[src/rtl/f32_fpu_pkg.sv]
// Shared types, constants and FP helpers for the f32 FPU scheduler.
// Helpers round/pack a normalised significand into IEEE-754 single.
package f32_fpu_pkg;

  localparam logic [1:0] ROUND_TONEAREST  = 2'b00;
  localparam logic [1:0] ROUND_TOWARDZERO = 2'b01;
  localparam logic [1:0] ROUND_DOWNWARD   = 2'b10;
  localparam logic [1:0] ROUND_UPWARD     = 2'b11;

  localparam logic OPSEL_ADD = 1'b0;
  localparam logic OPSEL_MUL = 1'b1;

  localparam int MAX_ID_W = 3;
  localparam logic [31:0] QNAN = 32'h7FC00000;

  typedef struct packed {
    logic [31:0]         op1;
    logic [31:0]         op2;
    logic                opsel;
    logic [1:0]          round;
    logic [MAX_ID_W-1:0] id;
  } req_t;

  function automatic logic is_nan(input logic [31:0] x);
    return (&x[30:23]) && (|x[22:0]);
  endfunction

  function automatic logic is_inf(input logic [31:0] x);
    return (&x[30:23]) && !(|x[22:0]);
  endfunction

  function automatic logic is_zero(input logic [31:0] x);
    return !(|x[30:0]);
  endfunction

  function automatic int unsigned lzc48(input logic [47:0] x);
    lzc48 = 48;
    for (int i = 0; i < 48; i++)
      if (x[i]) lzc48 = 32'(47 - i);
  endfunction

  // Right shift keeping every lost bit OR-ed into bit 0.
  function automatic logic [26:0] shr_sticky(input logic [26:0] m,
                                             input int unsigned n);
    logic [26:0] mask;
    if (n >= 27) return {26'd0, |m};
    mask = (27'd1 << n) - 27'd1;
    return (m >> n) | {26'd0, |(m & mask)};
  endfunction

  // m: [26] hidden bit, [25:3] fraction, [2:0] guard/round/sticky.
  // e: biased exponent of m[26]; values below 1 denormalise.
  function automatic logic [31:0] fp_pack(input logic s,
                                          input logic signed [9:0] e,
                                          input logic [26:0] m,
                                          input logic [1:0] rm);
    logic signed [9:0] ex;
    logic [26:0]       mm;
    logic              inc;
    logic [24:0]       mant;
    ex = e;
    mm = m;
    if (ex < 10'sd1) begin
      mm = shr_sticky(m, 32'(10'sd1 - ex));
      ex = 10'sd1;
    end
    unique case (rm)
      ROUND_TONEAREST:  inc = mm[2] & (mm[1] | mm[0] | mm[3]);
      ROUND_TOWARDZERO: inc = 1'b0;
      ROUND_DOWNWARD:   inc = s & (|mm[2:0]);
      ROUND_UPWARD:     inc = !s & (|mm[2:0]);
    endcase
    mant = {1'b0, mm[26:3]} + 25'(inc);
    if (mant[24]) begin
      mant = mant >> 1;
      ex   = ex + 10'sd1;
    end
    if (ex > 10'sd254) begin
      if (rm == ROUND_TOWARDZERO ||
          (rm == ROUND_DOWNWARD && !s) ||
          (rm == ROUND_UPWARD && s))
        return {s, 8'hFE, 23'h7FFFFF};
      return {s, 8'hFF, 23'd0};
    end
    return {s, mant[23] ? ex[7:0] : 8'd0, mant[22:0]};
  endfunction

endpackage

[src/rtl/F32Adder.sv]
// Combinational IEEE-754 single-precision adder, four rounding modes.
// Operands are swapped so the larger magnitude is always on top.
module F32Adder
  import f32_fpu_pkg::*;
  (input  logic [31:0] a,
   input  logic [31:0] b,
   input  logic [1:0]  rm,
   output logic [31:0] y);

  logic [31:0]       hi, lo;
  logic signed [9:0] eh, el, ex;
  logic [26:0]       mh, ml, mls, m;
  logic [27:0]       sum;
  logic              sub;
  int unsigned       d, sh;

  // Align, add or subtract, normalise, then round and pack.
  always_comb begin
    if (b[30:0] > a[30:0]) begin
      hi = b;
      lo = a;
    end else begin
      hi = a;
      lo = b;
    end
    eh  = (hi[30:23] == 8'd0) ? 10'sd1 : $signed({2'b00, hi[30:23]});
    el  = (lo[30:23] == 8'd0) ? 10'sd1 : $signed({2'b00, lo[30:23]});
    mh  = {hi[30:23] != 8'd0, hi[22:0], 3'b000};
    ml  = {lo[30:23] != 8'd0, lo[22:0], 3'b000};
    d   = 32'(eh - el);
    mls = shr_sticky(ml, d);
    sub = hi[31] ^ lo[31];
    sum = sub ? ({1'b0, mh} - {1'b0, mls})
              : ({1'b0, mh} + {1'b0, mls});
    ex  = eh;
    m   = sum[26:0];
    sh  = 0;
    if (sum[27]) begin
      m  = {sum[27:2], sum[1] | sum[0]};
      ex = eh + 10'sd1;
    end else begin
      sh = lzc48({m, 21'd0});
      if (sh > 32'(ex - 10'sd1)) sh = 32'(ex - 10'sd1);
      m  = m << sh;
      ex = ex - $signed(10'(sh));
    end
    if (is_nan(a) || is_nan(b))
      y = QNAN;
    else if (is_inf(a) && is_inf(b) && sub)
      y = QNAN;
    else if (is_inf(a))
      y = a;
    else if (is_inf(b))
      y = b;
    else if (sum == 28'd0)
      y = sub ? {rm == ROUND_DOWNWARD, 31'd0} : {hi[31], 31'd0};
    else
      y = fp_pack(hi[31], ex, m, rm);
  end

endmodule

[src/rtl/F32Multiplier.sv]
// Combinational IEEE-754 single-precision multiplier.
// Product is left-normalised so subnormal inputs need no pre-pass.
module F32Multiplier
  import f32_fpu_pkg::*;
  (input  logic [31:0] a,
   input  logic [31:0] b,
   input  logic [1:0]  rm,
   output logic [31:0] y);

  logic              s;
  logic signed [9:0] ea, eb, e;
  logic [23:0]       ma, mb;
  logic [47:0]       p, pn;
  logic [26:0]       m;
  int unsigned       lz;

  // Full product, normalise, then round and pack; specials override.
  always_comb begin
    s  = a[31] ^ b[31];
    ea = (a[30:23] == 8'd0) ? 10'sd1 : $signed({2'b00, a[30:23]});
    eb = (b[30:23] == 8'd0) ? 10'sd1 : $signed({2'b00, b[30:23]});
    ma = {a[30:23] != 8'd0, a[22:0]};
    mb = {b[30:23] != 8'd0, b[22:0]};
    p  = 48'(ma) * 48'(mb);
    lz = lzc48(p);
    pn = p << lz;
    e  = ea + eb - 10'sd126 - $signed(10'(lz));
    m  = {pn[47:22], |pn[21:0]};
    if (is_nan(a) || is_nan(b))
      y = QNAN;
    else if ((is_inf(a) && is_zero(b)) || (is_zero(a) && is_inf(b)))
      y = QNAN;
    else if (is_inf(a) || is_inf(b))
      y = {s, 8'hFF, 23'd0};
    else if (is_zero(a) || is_zero(b))
      y = {s, 31'd0};
    else
      y = fp_pack(s, e, m, rm);
  end

endmodule

[src/rtl/rr_arbiter.sv]
// Round-robin arbiter with a rotating priority pointer.
// Pointer moves past the winner only when a grant is issued.
module rr_arbiter
  #(parameter int N  = 4,
    parameter int IW = (N > 1) ? $clog2(N) : 1)
  (input  logic         clk,
   input  logic         rst,
   input  logic [N-1:0] req,
   input  logic         en,
   output logic [N-1:0] gnt,
   output logic [IW-1:0] idx);

  logic [IW-1:0] ptr;
  logic [IW-1:0] j;
  logic          hit;

  // Search from ptr upward, wrapping, for the first active request.
  always_comb begin
    hit = 1'b0;
    idx = '0;
    j   = '0;
    for (int k = 0; k < N; k++) begin
      j = IW'((int'(ptr) + k) % N);
      if (!hit && req[j]) begin
        hit = 1'b1;
        idx = j;
      end
    end
    gnt = (hit && en) ? (N'(1) << idx) : '0;
  end

  // Advance the pointer just past the granted index.
  always_ff @(posedge clk or posedge rst) begin
    if (rst) ptr <= '0;
    else if (hit && en) ptr <= IW'((int'(idx) + 1) % N);
  end

endmodule

[src/rtl/f32_fpu_scheduler.sv]
// Shares one FP adder and multiplier between N_REQ requesters
// through a round-robin grant into a 2-stage registered pipeline.
module f32_fpu_scheduler
  import f32_fpu_pkg::*;
  #(parameter int N_REQ = 4,
    parameter int ID_W  = (N_REQ > 1) ? $clog2(N_REQ) : 1)
  (input  logic              clk,
   input  logic              rst,
   input  logic [N_REQ-1:0]  req_valid,
   output logic [N_REQ-1:0]  req_ready,
   input  logic [32*N_REQ-1:0] req_op1,
   input  logic [32*N_REQ-1:0] req_op2,
   input  logic [N_REQ-1:0]  req_opsel,
   input  logic [2*N_REQ-1:0] req_round,
   output logic              rsp_valid,
   input  logic              rsp_ready,
   output logic [ID_W-1:0]   rsp_id,
   output logic [31:0]       rsp_result,
   output logic [1:0]        occupancy);

  logic             s1_valid, s2_valid;
  logic             s1_adv, s2_adv;
  req_t             s1, sel;
  logic [N_REQ-1:0] gnt;
  logic [ID_W-1:0]  gidx;
  logic [31:0]      add_y, mul_y;

  assign s2_adv    = !s2_valid || rsp_ready;
  assign s1_adv    = !s1_valid || s2_adv;
  assign req_ready = gnt;
  assign rsp_valid = s2_valid;
  assign occupancy = {1'b0, s1_valid} + {1'b0, s2_valid};

  rr_arbiter #(.N(N_REQ), .IW(ID_W)) u_arb (
    .clk (clk),
    .rst (rst),
    .req (req_valid),
    .en  (s1_adv),
    .gnt (gnt),
    .idx (gidx)
  );

  F32Adder u_add (
    .a  (s1.op1),
    .b  (s1.op2),
    .rm (s1.round),
    .y  (add_y)
  );

  F32Multiplier u_mul (
    .a  (s1.op1),
    .b  (s1.op2),
    .rm (s1.round),
    .y  (mul_y)
  );

  // Pick the winning requester's transaction fields.
  always_comb begin
    sel = '0;
    for (int i = 0; i < N_REQ; i++)
      if (gidx == ID_W'(i))
        sel = '{op1:   req_op1[i*32 +: 32],
                op2:   req_op2[i*32 +: 32],
                opsel: req_opsel[i],
                round: req_round[i*2 +: 2],
                id:    MAX_ID_W'(i)};
  end

  // S1: capture the granted request whenever the stage may advance.
  always_ff @(posedge clk or posedge rst) begin
    if (rst) begin
      s1_valid <= 1'b0;
      s1       <= '0;
    end else if (s1_adv) begin
      s1_valid <= |gnt;
      if (|gnt) s1 <= sel;
    end
  end

  // S2: register the selected unit result; hold while stalled.
  always_ff @(posedge clk or posedge rst) begin
    if (rst) begin
      s2_valid   <= 1'b0;
      rsp_id     <= '0;
      rsp_result <= '0;
    end else if (s2_adv) begin
      s2_valid <= s1_valid;
      if (s1_valid) begin
        rsp_id     <= ID_W'(s1.id);
        rsp_result <= (s1.opsel == OPSEL_MUL) ? mul_y : add_y;
      end
    end
  end

endmodule

[config.mk]
export PLATFORM = sky130hd
export DESIGN_NAME = f32_fpu_scheduler
export DESIGN_NICKNAME = d
export VERILOG_FILES = /design/src/rtl/f32_fpu_pkg.sv /design/src/rtl/F32Adder.sv /design/src/rtl/F32Multiplier.sv /design/src/rtl/rr_arbiter.sv /design/src/rtl/f32_fpu_scheduler.sv
export SDC_FILE = /design/constraint.sdc
export NUM_CORES = 2
export LEC_CHECK = 0
export CAP_MARGIN = 20
export CORE_ASPECT_RATIO = 1.25
export CORE_MARGIN = 2
export CORE_UTILIZATION = 35
export DETAILED_ROUTE_END_ITERATION = 8
export PLACE_DENSITY_LB_ADDON = 0.05
export SLEW_MARGIN = 20
export SYNTH_ARGS = -nofsm -noshare
export SYNTH_HDL_FRONTEND = slang
export SYNTH_SLANG_ARGS = --single-unit
[constraint.sdc]
create_clock -name clk -period 32.4 [get_ports clk]
set_input_delay 6.48 -clock clk [delete_from_list [all_inputs] [get_ports clk]]
set_output_delay 6.48 -clock clk [all_outputs]
set_load 0.02 [all_outputs]
# [Word-level counts from Yosys, hierarchy flattened]
# Index checks and enable logic that the tools add are counted.
[word_totals] reg_bits=107 in_bits=275 out_inout_bits=41
[op_classes] n_addsub=23 n_mul=1 n_lt_le_gt_ge=13 eq_ne=6 n_shift=9 muxes=228 n_bitwise=19 n_reduce_logical=66
[ops] operator="2-to-1 mux 32 bit" count=71
[ops] operator="2-to-1 mux 27 bit" count=18
[ops] operator="2-to-1 mux 70 bit" count=4
[ops] operator="2-to-1 mux 24 bit" count=11
[ops] operator="2-to-1 mux 10 bit" count=23
[ops] operator="2-to-1 mux 6 bit" count=27
[ops] operator="OR reduction 27 bit" count=4
[ops] operator="greater-or-equal comparator 32 x 5 -> 1 bit, second input constant" count=3
[ops] operator="<< shifter 1 x 32 -> 27 bit, first input constant" count=3
[ops] operator=">> shifter 27 x 32 -> 27 bit" count=3
[ops] operator="bitwise AND 27 bit" count=3
[ops] operator="OR 27 x 1 -> 27 bit" count=3
[ops] operator="subtractor 27 x 1 -> 27 bit, second input constant" count=3
[ops] operator="OR reduction 31 bit" count=2
[ops] operator="2-to-1 mux 1 bit" count=55
[ops] operator="adder 24 x 1 -> 25 bit" count=2
[ops] operator="multiplier 24 x 24 -> 48 bit" count=1
[ops] operator="2-to-1 mux 8 bit" count=6
[ops] operator="OR reduction 48 bit" count=1
[ops] operator="<< shifter 48 x 32 -> 48 bit" count=1
[ops] operator="OR reduction 23 bit" count=2
[ops] operator="greater-than comparator 32 bit" count=1
[ops] operator="logical NOT 8 bit" count=4
[ops] operator="nonzero test 8 bit" count=4
[ops] operator="40 further kinds" count=110

# [Longest topological paths before layout]
[depth] ltp_word=94 depth_mapped=115 ltp_nobuf=97

# [Cells and area by module]
# A second synthesis with hierarchy kept.
[unflattened] hier_cells=7333 area_unflattened_um2=55443.2
[modules_own_cells] module="F32Multiplier" n_inst=1 cells_each=4080 area_per_inst_um2=31401.4
[modules_own_cells] module="F32Adder" n_inst=1 cells_each=2836 area_per_inst_um2=17834.6
[modules_own_cells] module="f32_fpu_scheduler" n_inst=1 cells_each=391 area_per_inst_um2=5990.7
[modules_own_cells] module="rr_arbiter" n_inst=1 cells_each=26 area_per_inst_um2=216.5

# [Least setup slack after synthesis]
# Ideal clock, no wire load.
[synth_path] path_kind="register to register" start="reg s1[6] in the netlist's numbering" end="reg rsp_result[22]" setup_ns=0.082 t_arrival_ns=21.185 setup_slack_ns=11.133 path_stages_with_launch=109 period_less_slack_ns=21.267 cell_sequence="dfrtp_1 > clkinv_1 > buf_1 > ha_1 > nand3_1 > nor4_1 > nand2_1 > clkbuf_1 > nand3_1 > clkbuf_1 > buf_2 > buf_2 > buf_1 > nor2_1 > a21oi_1 > nand2_1 > or3_1 > nand2_1 > [... 73 more ...] > a311o_1 > o211ai_1 > o21ai_0 > o21ai_0 > nand2_1 > a32o_1 > ha_1 > ha_1 > and4_1 > or4b_4 > nor3_2 > mux2i_1 > o2111a_1 > o2bb2ai_1 > buf_2 > buf_2 > o2111ai_1 > a31oi_1"
[synth_between] elab_chain_cells=92 word_cells_on_any_way=277 classes_between="add/sub (16); mul (1); order compare (9); shift (8); mux (192); bitwise (18); reduce/logical (33)"
[synth_lines] item="from (decl)" line_no="f32_fpu_scheduler.sv:23" source="req_t s1, sel;"
[synth_lines] item="from (signal assigned)" line_no="f32_fpu_scheduler.sv:76" source="if (|gnt) s1 <= sel;"
[synth_lines] item="greater-than comparator 31 bit" line_no="F32Adder.sv:19" source="if (b[30:0] > a[30:0]) begin"
[synth_lines] item="2-to-1 mux 32 bit" line_no="F32Adder.sv:19"
[synth_lines] item="logical NOT 8 bit, on equally long branches" line_no="F32Adder.sv:26, F32Adder.sv:27"
[synth_lines] item="2-to-1 mux 8 bit, on equally long branches" line_no="F32Adder.sv:26, F32Adder.sv:27"
[synth_lines] item="subtractor 10 x 10 -> 11 bit" line_no="F32Adder.sv:30" source="d = 32'(eh - el);"
[synth_lines] item="<< shifter 1 x 32 -> 27 bit" line_no="f32_fpu_pkg.sv:47" source="mask = (27'd1 << n) - 27'd1;"
[synth_lines] item="subtractor 27 x 1 -> 27 bit" line_no="f32_fpu_pkg.sv:47"
[synth_lines] item="bitwise AND 27 bit" line_no="f32_fpu_pkg.sv:48" source="return (m >> n) | {26'd0, |(m & mask)};"
[synth_lines] item="[... 76 more ...]"
[synth_lines] item="2-to-1 mux 1 bit" line_no="F32Adder.sv:47" source="if (is_nan(a) || is_nan(b))"
[synth_lines] item="2-to-1 mux 32 bit" line_no="f32_fpu_pkg.sv:85" source="return {s, mant[23] ? ex[7:0] : 8'd0, mant[22:0]};"
[synth_lines] item="2-to-1 mux 32 bit" line_no="F32Adder.sv:55" source="else if (sum == 28'd0)"
[synth_lines] item="2-to-1 mux 32 bit" line_no="F32Adder.sv:53" source="else if (is_inf(b))"
[synth_lines] item="2-to-1 mux 32 bit" line_no="F32Adder.sv:51" source="else if (is_inf(a))"
[synth_lines] item="2-to-1 mux 32 bit" line_no="F32Adder.sv:49" source="else if (is_inf(a) && is_inf(b) && sub)"
[synth_lines] item="2-to-1 mux 32 bit" line_no="F32Adder.sv:47"
[synth_lines] item="2-to-1 mux 32 bit (*)" line_no="f32_fpu_scheduler.sv:90" source="rsp_result <= (s1.opsel == OPSEL_MUL) ? mul_y : add_y;"
[synth_lines] item="to (signal assigned)" line_no="f32_fpu_scheduler.sv:90"
[synth_lines] item="to (decl)" line_no="f32_fpu_scheduler.sv:18" source="output logic [31:0] rsp_result,"
# Every way passes the cells marked *; elsewhere a longest branch is shown, timed or not. The select of a mux whose other input is x is not followed.
# A chain may end at the register's enable or synchronous reset.

# [Worst setup path in the final report]
[layout_path] start="reg s1[45] in the netlist's numbering" end="reg rsp_result[5]"
# The elaborated chain is that of the path after synthesis.

==> results_dict.tcl <==
set metrics [dict create \
    outcome "finished, final reports clean" \
    path_delay_family "compound AO/OA/AOI/OAI gates" \
    finalSetupTns_ps 0 \
    nNetsFinal 8279 \
    finalHoldViolations 0 \
    drive_above_1_share_pct 5.67 \
    cts_made_buffers 9 \
    post-route-period-util_pct 84.5 \
    clock-root-buffer "clkbuf_16" \
    slew_violations 0 \
    max_freq_mhz 36.5 \
    cts_buffer_depth 2 \
    synth-seq-cells 107 \
    start_util_pct 35.1 \
    ys_top_cells_by_area "fa_1 (19%), ha_1 (8.2%), and2_1 (6.2%), a21oi_1 (5.4%), dfrtp_1 (5.2%)" \
    yosys.area.top_type "fa_1" \
    antenna_found_initial 11 \
    clock-skew-final_ps 23.4 \
    num_rows 157 \
    synthArstFlopShare_pct 100 \
    gp_congestion 0.996 \
    io_pins 316 \
    grt_pass1_vias 55700 \
    synth_cells 7149 \
    wire_per_inst_um 29.3 \
    firstDrtPassIters 8 \
    maxCapViolations 0 \
    syn-mean-instance-area_um2 7.17 \
    crit_slowest_cell "nand4b_1" \
    yosys.cell_count.top_type "nand2_1" \
    synthFlopType "dfrtp_1" \
    synth_edf_count 0 \
    slew_headroom_pct 13.9 \
    synth_top_area_share_pct 19.2 \
    worstSetupPathDepth 88 \
    syn_area_mm2 0.0513 \
    r2r_setup_slack_ps 5040 \
    yosys.cell_types.count 120 \
    reg2reg_to "rsp_result[5]$_DFFE_PP0P_" \
    seq_area_frac_synth_pct 5.22 \
    grt_max_degree 139 \
    period_minus_slack_ps 27360 \
    ctsResizeCount 0 \
    crit_start "s1[45]$_DFFE_PP0P_" \
    syn_to_final_growth_pct 10.9 \
    h-tree-depth 3 \
    drc 0 \
    setup.worst_path.end "rsp_result[5]$_DFFE_PP0P_" \
    rsz0062_at_grt "no" \
    postCtsHoldBufs 0 \
    path_clk_slew_ps 110 \
    slowest_delay_ps 870 \
    dp_hpwl_um 212000 \
    clock_latency_ps 430 \
    dieWidth_um 346 \
    clkSinkCount 107 \
    drt_wl_total_um 267000 \
    portBuffers 315 \
    worst_pin_slew_ps 1290 \
    core_mm2 0.146 \
    path_class "flop to flop" \
    path_max_fanout 62 \
    finalSetupViolations 0 \
    synth_common_cells "nand2_1 (708), inv_1 (695), nor2_1 (681)" \
    dieArea_mm2 0.150 \
    track_usage_pct 34.7 \
    worst_setup_path_start_kind "flop" \
    r2r_cells 88 \
    yosysWarnings 0 \
    worst_ep_arrival_time_ps 27660 \
    avgViaCountPerCell 6.19 \
    hold_path_class "flop to flop" \
    end_kind "flop" \
    die_h_um 432 \
    drtAntennaViolNets 0 \
    grt_pass1_wl_um 389000 \
    overflow 0 \
    via_count 56300 \
    crit_required_ps 32700 \
    path_buf_inv 9 \
    drt-initial-drc-count 5554 \
    reg2reg_from "s1[45]$_DFFE_PP0P_" \
    cts_tree "built" \
    postCtsSetupBuffers 0 \
]
## metrics by stage
| stage | cell area [um2] | hold slack [ps] | cells | worst slack (ps) | utilization, % |
|---|---|---|---|---|---|
| after floorplan | 51300 | 439 | 7150 | 11130 | - |
| after global placement | 56500 | 471 | 9072 | 6490 | 38.7 |
| after detailed placement | 56500 | 472 | 9074 | 6000 | 38.7 |
| after CTS | 56900 | 502 | 9090 | 5870 | 39.0 |
| after global routing | 56900 | 525 | 9095 | 3330 | 39.0 |
| final | 56900 | 503 | 9097 | 5040 | 39.0 |
## registers in the layout, indices dropped and copies added, names as in the netlist
signal      flops
rsp_id          2
u_arb.ptr       2
s1             69
s1_valid        1
rsp_result     32
rsp_valid       1
## layout make-up
cell class	count	area, um2
diodes	6	15.0
clock buffers	9	225
clock inverters	7	87.6
fillers	15600	89100
inverters	710	2670
multi-input cells	5846	44200
flip-flops and latches	107	2680
well taps	1908	2390
repair buffers	504	4580
## logic make-up (layout without fill, tap and decap cells)
logic type      Yosys count  count (layout)  synth area share, %
flops                   107             107                 5.22
simple gates           2657            2657                 25.3
xor+xnor                139             139                 2.40
compound gates         2029            2029                 26.6
fa+ha+maj               826             826                 27.4
buf+inv                1197            1230                 8.85
mux                     193             193                 4.28
other cells               1               8              0.00731
## routing by layer
metal  global-route usage, %  vias up  routed length, um
met3                    5.18      627              19100
met4                    17.9        6              16600
met2                    58.7     2765             126000
li1                        -    25100                  -
met1                    42.7    27700             105000
met5                       0        -                 35
## layout by cell type (no fill, tap or decap), types with 106 or more instances in the layout
cell type and instances:
a211oi_1 112, a21o_1 106, a21oi_1 552, and2_1 506
buf_4 187, clkdlybuf4s50_1 315, dfrtp_1 107, fa_1 492
ha_1 329, inv_1 694, mux2i_1 123, nand2_1 708
nand3_1 205, nor2_1 681, nor3_1 148, o21ai_0 314
## how the worst min path moves through the flow
stage | cells after the start | slack (ps) | from | endpoint
6_report | 2 | 500 | rsp_id[1]$_DFFE_PP0P_ | rsp_id[1]$_DFFE_PP0P_
3_5_place_dp | 2 | 470 | rsp_id[0]$_DFFE_PP0P_ | rsp_id[0]$_DFFE_PP0P_
2_1_floorplan | 2 | 440 | s1[0]$_DFFE_PP0P_ | rsp_id[0]$_DFFE_PP0P_
5_1_grt | 2 | 530 | rsp_result[2]$_DFFE_PP0P_ | rsp_result[2]$_DFFE_PP0P_
4_1_cts | 2 | 500 | rsp_result[10]$_DFFE_PP0P_ | rsp_result[10]$_DFFE_PP0P_
3_3_place_gp | 2 | 470 | rsp_result[2]$_DFFE_PP0P_ | rsp_result[2]$_DFFE_PP0P_
## worst min-delay path, delay by kind of cell (launching register included)
kind	cells	cell delay (ps)
flip-flops	1	370
AND/OR/NAND/NOR	2	110
Power is left out: the tool's default activity adds up to more than one toggle a clock period on the data nets, which glitch-free logic cannot reach.
